`src/rtl/stall_buffer.sv`:
```
// stall_buffer: registered output stage with a skid FIFO behind it.
// While the downstream is frozen (stall_in=1) the output register holds and
// incoming beats are parked in the FIFO. When the stall lifts, the FIFO drains
// one beat per cycle ahead of any new input, so beat order is preserved.
// full_to_mgmt asserts one slot early because the stall it triggers arrives
// through a register and so takes effect one cycle late.
module stall_buffer #(
    parameter int DATA_W = 32,
    parameter int DEPTH  = 4
) (
    input  logic                     clk,
    input  logic                     reset,
    input  logic                     in_valid,
    input  logic [DATA_W-1:0]        in_data,
    input  logic                     stall_in,
    output logic                     out_valid,
    output logic [DATA_W-1:0]        out_data,
    output logic                     full_to_mgmt,
    output logic [$clog2(DEPTH):0]   count,
    output logic                     overflow
);

    localparam int PW = $clog2(DEPTH);
    localparam int CW = PW + 1;
    localparam logic [CW-1:0] DEPTH_C   = CW'(DEPTH);
    localparam logic [CW-1:0] NEARLY_C  = CW'(DEPTH - 1);

    typedef enum logic [1:0] {
        EMPTY = 2'd0,
        HOLD  = 2'd1,
        DRAIN = 2'd2
    } state_t;

    state_t              state_reg, state_next;
    logic [PW-1:0]       wr_ptr_reg, rd_ptr_reg;
    logic [CW-1:0]       count_reg, count_next;
    logic                out_valid_reg;
    logic [DATA_W-1:0]   out_data_reg;
    logic                overflow_reg;
    logic [DATA_W-1:0]   mem [DEPTH];

    logic                fifo_empty;
    logic                fifo_full;
    logic                push;
    logic                pop;
    logic                drop;

    // Decide push/pop/drop for this cycle and the resulting occupancy/state.
    // Outside HOLD the state alone tells whether the FIFO holds anything
    // (DRAIN <=> count>0); in HOLD that is lost, so fall back to the count.
    always_comb begin
        fifo_empty = (state_reg == HOLD) ? (count_reg == '0) : (state_reg == EMPTY);
        fifo_full  = (count_reg == DEPTH_C);
        pop        = !stall_in && !fifo_empty;
        // When not stalled and empty, the beat bypasses the FIFO entirely.
        push       = in_valid && (stall_in ? !fifo_full : !fifo_empty);
        drop       = in_valid && stall_in && fifo_full;
        count_next = count_reg + CW'(push) - CW'(pop);
        if (stall_in) begin
            state_next = HOLD;
        end else if (count_next != '0) begin
            state_next = DRAIN;
        end else begin
            state_next = EMPTY;
        end
    end

    // FIFO storage; contents need no reset because the pointers and count do.
    always_ff @(posedge clk) begin
        if (push) begin
            mem[wr_ptr_reg] <= in_data;
        end
    end

    // State, pointers, occupancy, sticky overflow and the output register.
    always_ff @(posedge clk or posedge reset) begin
        if (reset) begin
            state_reg     <= EMPTY;
            wr_ptr_reg    <= '0;
            rd_ptr_reg    <= '0;
            count_reg     <= '0;
            out_valid_reg <= 1'b0;
            out_data_reg  <= '0;
            overflow_reg  <= 1'b0;
        end else begin
            state_reg <= state_next;
            count_reg <= count_next;
            if (push) begin
                wr_ptr_reg <= wr_ptr_reg + PW'(1);
            end
            if (pop) begin
                rd_ptr_reg <= rd_ptr_reg + PW'(1);
            end
            if (drop) begin
                overflow_reg <= 1'b1;
            end
            if (!stall_in) begin
                if (fifo_empty) begin
                    out_valid_reg <= in_valid;
                    out_data_reg  <= in_data;
                end else begin
                    out_valid_reg <= 1'b1;
                    out_data_reg  <= mem[rd_ptr_reg];
                end
            end
        end
    end

    assign out_valid    = out_valid_reg;
    assign out_data     = out_data_reg;
    assign count        = count_reg;
    assign overflow     = overflow_reg;
    assign full_to_mgmt = (count_reg >= NEARLY_C);

endmodule

```
`config.mk`:
```
export PLATFORM = sky130hd
export DESIGN_NAME = stall_buffer
export DESIGN_NICKNAME = d
export VERILOG_FILES = /design/src/rtl/stall_buffer.sv
export SDC_FILE = /design/constraint.sdc
export NUM_CORES = 1
export LEC_CHECK = 0
export ABC_AREA = 1
export CAP_MARGIN = 40
export CORE_ASPECT_RATIO = 0.9
export CORE_MARGIN = 3
export CORE_UTILIZATION = 35
export CTS_CLUSTER_DIAMETER = 120
export DETAILED_ROUTE_END_ITERATION = 7
export GPL_ROUTABILITY_DRIVEN = 0
export GPL_TIMING_DRIVEN = 1
export SKIP_CTS_REPAIR_TIMING = 1
export SLEW_MARGIN = 20
export SYNTH_ARGS = -nofsm -noshare
export SYNTH_HDL_FRONTEND = slang
export SYNTH_SLANG_ARGS = --single-unit
export TNS_END_PERCENT = 30
```
`constraint.sdc`:
```
create_clock -name clk -period 2.6 [get_ports clk]
set_input_delay 0.26 -clock clk [delete_from_list [all_inputs] [get_ports clk]]
set_output_delay 0.26 -clock clk [all_outputs]
set_load 0.01 [all_outputs]
```
# Yosys cells after proc, flatten, opt, wreduce, memory -nomap -nowiden
# Memory sizes are Yosys's and may differ from the RTL's.
# Cells that the tools add are included.
[word_totals]
regBits = 43
ramBits = 128
inputBits = 36
wordCells = 33
n_memories = 1
[classes]
add_sub_neg = 4
magnitude_cmp = 1
eq_ne = 2
mux = 8
n_reduce_logical = 10
[mem_list]
columns = ["memory", "words", "width", "read_ports", "rd_clocked_by_memory_dff", "write_ports", "line_no", "text"]
rows = [
  ["mem", 4, 32, 1, 0, 1, "40", "logic [DATA_W-1:0] mem [DEPTH];"],
]
[ops]
columns = ["cell", "n"]
rows = [
  ["$mux 32", 1],
  ["$mux 1", 5],
  ["$add 2x1->2 const B", 2],
  ["$logic_and 1x1->1", 4],
  ["$mux 2", 2],
  ["$add 3x1->3", 1],
  ["$eq 3x3->1 const B", 1],
  ["$ge 3x2->1 const B", 1],
  ["$logic_not 1->1", 3],
  ["$logic_not 3->1", 1],
  ["$reduce_bool 3->1", 1],
  ["$sub 3x1->3", 1],
  ["$eq 2x1->1 const B", 1],
  ["$logic_not 2->1", 1],
]

# Depth between registers and ports, before layout
[depth]
ltp_word = 10
mapped_depth = 14
ltp_nobuf = 14

# Worst setup path after synthesis
# Ideal clock, no wire load.
[synth_path]
path_kind = "register -> register"
startpoint = "register count_reg[1] (netlist: count[1])"
endpoint = "memory mem[0][0], enable pin"
setup_time_ns = 0.421
t_arrival_ns = 2.252
path_slack_ns = -0.073
path_stages_with_launch = 7
path_buffers = 0
synth_period_minus_slack_ns = 2.673
cell_sequence = "dfrtp_1 -> nor2_1 -> nand2_1 -> nand2_2 -> nand3_2 -> nand2_2 -> nor2_1"
[synth_via]
elab_chain_cells = 7
[synth_rtl]
columns = ["element", "line_no", "text"]
rows = [
  ["from (decl)", "36", "logic [CW-1:0] count_reg, count_next;"],
  ["from (signal assigned)", "87", "count_reg <= count_next;"],
  ["$logic_not 3->1", "52", "fifo_empty = (state_reg == HOLD) ? (count_reg == '0) : (state_reg == EMPTY);"],
  ["$mux 1", "52", ""],
  ["$logic_not 1->1", "56", "push = in_valid && (stall_in ? !fifo_full : !fifo_empty);"],
  ["$mux 1 (*)", "56", ""],
  ["$logic_and 1x1->1 (*)", "56", ""],
  ["$mux 1 (*)", "70", "if (push) begin"],
  ["$mux 1 (not written as such) (*)", "71", "mem[wr_ptr_reg] <= in_data;"],
  ["to (decl)", "40", ""],
]
# Every way passes the cells marked *; elsewhere a longest branch is shown, timed or not.

# Final worst setup path
[layout_path]
startpoint = "input port stall_in"
endpoint = "register state_reg[1]"
[layout_via]
elab_chain_cells = 7
[layout_rtl]
columns = ["element", "line_no", "text"]
rows = [
  ["from (decl)", "15", "input logic stall_in,"],
  ["$mux 1", "56", ""],
  ["$logic_and 1x1->1", "56", ""],
  ["$add 3x1->3", "58", "count_next = count_reg + CW'(push) - CW'(pop);"],
  ["$sub 3x1->3 (*)", "58", ""],
  ["named net count_next[1]", "36", ""],
  ["$reduce_bool 3->1 (*)", "61", "end else if (count_next != '0) begin"],
  ["$mux 2 (*)", "61", ""],
  ["$mux 2 (*)", "59", "if (stall_in) begin"],
  ["named net state_next[1]", "34", "state_t state_reg, state_next;"],
  ["to (signal assigned)", "86", "state_reg <= state_next;"],
  ["to (decl)", "34", ""],
]
# The timed path passes the listed nets; every way through them passes the cells marked *.
# A chain may end at the register's enable or synchronous reset.

==> impl_metrics.py <==
metrics = {
    "outcome": {
        "status": "finished clean",
    },
    "sta": {
        "fin_crit_sh_pct": 92.2,
        "fin_crit_ns": 2.40,
        "hold_viol_final": 0,
        "worst_slack_ns": 0.202,
        "tightest_slew_ns": 0.736,
        "hold_ws_ns": 0.213,
        "setup_viol": 0,
        "slew_headroom_pct": 50.9,
        "rsz0062_at_grt": "false",
        "max_freq_mhz": 417,
        "drv_slew": 0,
        "clock_skew_ns": 0.0113,
    },
    "worst_setup_path": {
        "crit_required_ns": 2.92,
        "reg2reg_slack_ns": 0.21,
        "rr_worst_depth": 13,
        "rr_startpoint": "count[0]$_DFF_PP0_",
        "max_stage_delay_ns": 0.53,
        "startpoint_type": "input port",
        "critical_path_class": "input port to flop",
        "critPathSlowestCell": "dlygate4sd3_1",
        "crit_buf_inv": 4,
        "worstReg2RegEnd": "state_reg[1]$_DFF_PP0_",
        "path_cells": "dlygate4sd3_1, buf_2, nand2_1, nor3_2, nor2_1, nand2_2, ha_1, inv_1, ha_1, fa_1, or2_2, o21ai_2, inv_2",
        "cp_common_cell": "ha_1",
        "arrival_ns": 2.72,
        "cp_max_fo": 4,
        "critical-path-top-delay-family": "adder cells",
        "crit_path_end_kind": "flop",
    },
    "synthesis": {
        "synth_top_cell_by_area": "edfxtp_1",
        "async_flop_share_pct": 25.1,
        "synthCells": 756,
        "syn_nets": 800,
        "synthDominantCellAreaShare_pct": 50.8,
        "ys_seq_elements": 171,
        "synth_area_leaders": "edfxtp_1 51%, dfrtp_1 14%, nand2_1 10%, nand3_1 8.7%, inv_1 7.0%",
        "yosysSeqAreaShare_pct": 65.0,
        "ys.flop_type": "edfxtp_1",
        "yosys.cell_types.count": 24,
        "synth_edf_count": 128,
        "synth.cell_area_um2": 7560,
        "yosys_warnings": 0,
        "synth_area_per_cell_um2": 10.0,
    },
    "global_route": {
        "grt_pass1_vias": 4965,
        "grt_pass1_wl_mm": 26.7,
        "overflow": 0,
        "grt_usage_pct": 14.5,
        "antenna_found_initial": 0,
        "grt_max_degree": 67,
    },
    "detailed_routing": {
        "firstDrtPassIters": 5,
        "ant_nets": 0,
        "wl_per_cell_um": 14.6,
        "viasPerCell": 4.50,
        "vias": 5097,
        "drt_first_iter_violations": 350,
        "route.detailed.drc": 0,
        "wl_mm": 16.5,
    },
    "clock_tree": {
        "clock_path_buffers": 2,
        "clkSlewWorstSetupHoldPaths_ns": 0.06,
        "cts_tree": "built",
        "cts_made_buffers": 17,
        "cts_sinks": 171,
        "htreeDepth": 4,
        "cts-root-buf": "clkbuf_16",
        "clock_latency_ns": 0.42,
    },
    "final_layout": {
        "area_delta_synth_final_pct": 22.3,
        "largest_reg_flops": 128,
        "layout-drive-gt1-share_pct": 8.88,
        "nNetsFinal": 876,
        "layout_commonest_cell": "nand2_1",
        "fin_area_um2": 9250,
        "final_cell_mix": "205 x nand2_1, 141 x inv_1, 131 x nand3_1",
    },
    "floorplanning": {
        "die_x_um": 161,
        "io-pin-count": 74,
        "core_area_um2": 21000,
        "fp.dieH_um": 145,
        "num_rows": 50,
        "fp.dieArea_um2": 23400,
        "initial_core_util_pct": 36.0,
    },
    "power": {
        "pwr_density_cell_nw_per_um2": 1070,
        "ir_drop_mv": 0.423,
        "leakagePower_nw": 4.12,
    },
    "place": {
        "placed_area_um2": 8660,
        "port_buffers": 73,
        "pre_cts_ws_ns": -0.0175,
        "hpwlAfterDp_mm": 9.94,
    },
    "run": {
        "cap_violations": 0,
    },
    "hold_path": {
        "hold_path.class": "input port to asynchronous set/reset pin",
    },
}
-- worst max-delay path by stage --
| stage | cells past startpoint | start | endpoint |
|---|---|---|---|
| after floorplan | 6 | count[1]$_DFF_PP0_ | mem[0][0]$_DFFE_PP_ |
| after global placement | 11 | in_valid | state_reg[1]$_DFF_PP0_ |
| after detailed placement | 11 | in_valid | state_reg[1]$_DFF_PP0_ |
| after CTS | 13 | count[0]$_DFF_PP0_ | state_reg[1]$_DFF_PP0_ |
| after global routing | 13 | count[2]$_DFF_PP0_ | state_reg[1]$_DFF_PP0_ |
| final | 13 | stall_in | state_reg[1]$_DFF_PP0_ |
-- final cells by class --
class / count / area, um^2
Fill cell: 1998 / 11800
Inverter: 147 / 552
Clock inverter: 9 / 83.8
Tap cell: 286 / 358
Multi-Input combinational cell: 397 / 1890
Clock buffer: 23 / 488
Antenna cell: 1 / 2.50
Sequential cell: 171 / 4920
Timing Repair Buffer: 98 / 953
-- layer usage --
metal / routed length, um / track usage, % / up-vias
met5: 0 / 0 / -
met4: 142 / 3.91 / 0
met3: 771 / 3.96 / 14
met2: 7330 / 22.1 / 113
met1: 8260 / 20.5 / 2378
li1: - / - / 2592
-- cell families (layout without fill, tap and decap cells) --
logic type | count (synthesis) | after routing | share of synthesized area [%]
xor+xnor | 1 | 1 | 0.116
compound gates | 4 | 4 | 0.298
buf+inv | 188 | 277 | 10.4
fa+ha+maj | 8 | 8 | 1.42
other cells | 0 | 1 | 0
flops | 171 | 171 | 65.0
simple gates | 384 | 384 | 22.7
-- where the power goes --
part	leakage, nW	total, W	internal (W)	switching, W
clock	0.288	0.00244	0.00142	0.00101
sequential	1.69	0.00391	0.00366	0.000254
combinational	2.14	0.00356	0.00140	0.00216
total	4.12	0.00991	0.00648	0.00343
-- Yosys cell counts (5+ instances only) --
| library cell | count |
|---|---|
| nand2_1 | 205 |
| nand3_1 | 131 |
| dfrtp_1 | 43 |
| buf_2 | 19 |
| buf_4 | 6 |
| ha_1 | 7 |
| clkbuf_1 | 10 |
| edfxtp_1 | 128 |
| buf_6 | 5 |
| inv_1 | 142 |
| inv_2 | 5 |
| nand4_1 | 32 |
| nor2_1 | 9 |
-- per-stage QoR --
step	TNS, ns	total power, W	cells	util (%)
floorplan	-9.41	0.00618	756	-
global placement	0	0.00753	1098	41.2
detailed placement	-0.0175	0.00757	1098	41.2
CTS	0	0.0100	1130	43.9
global route	0	0.0106	1131	44.0
finish	0	0.00991	1132	44.0
No activity file was read; power rests on OpenSTA's default activity.
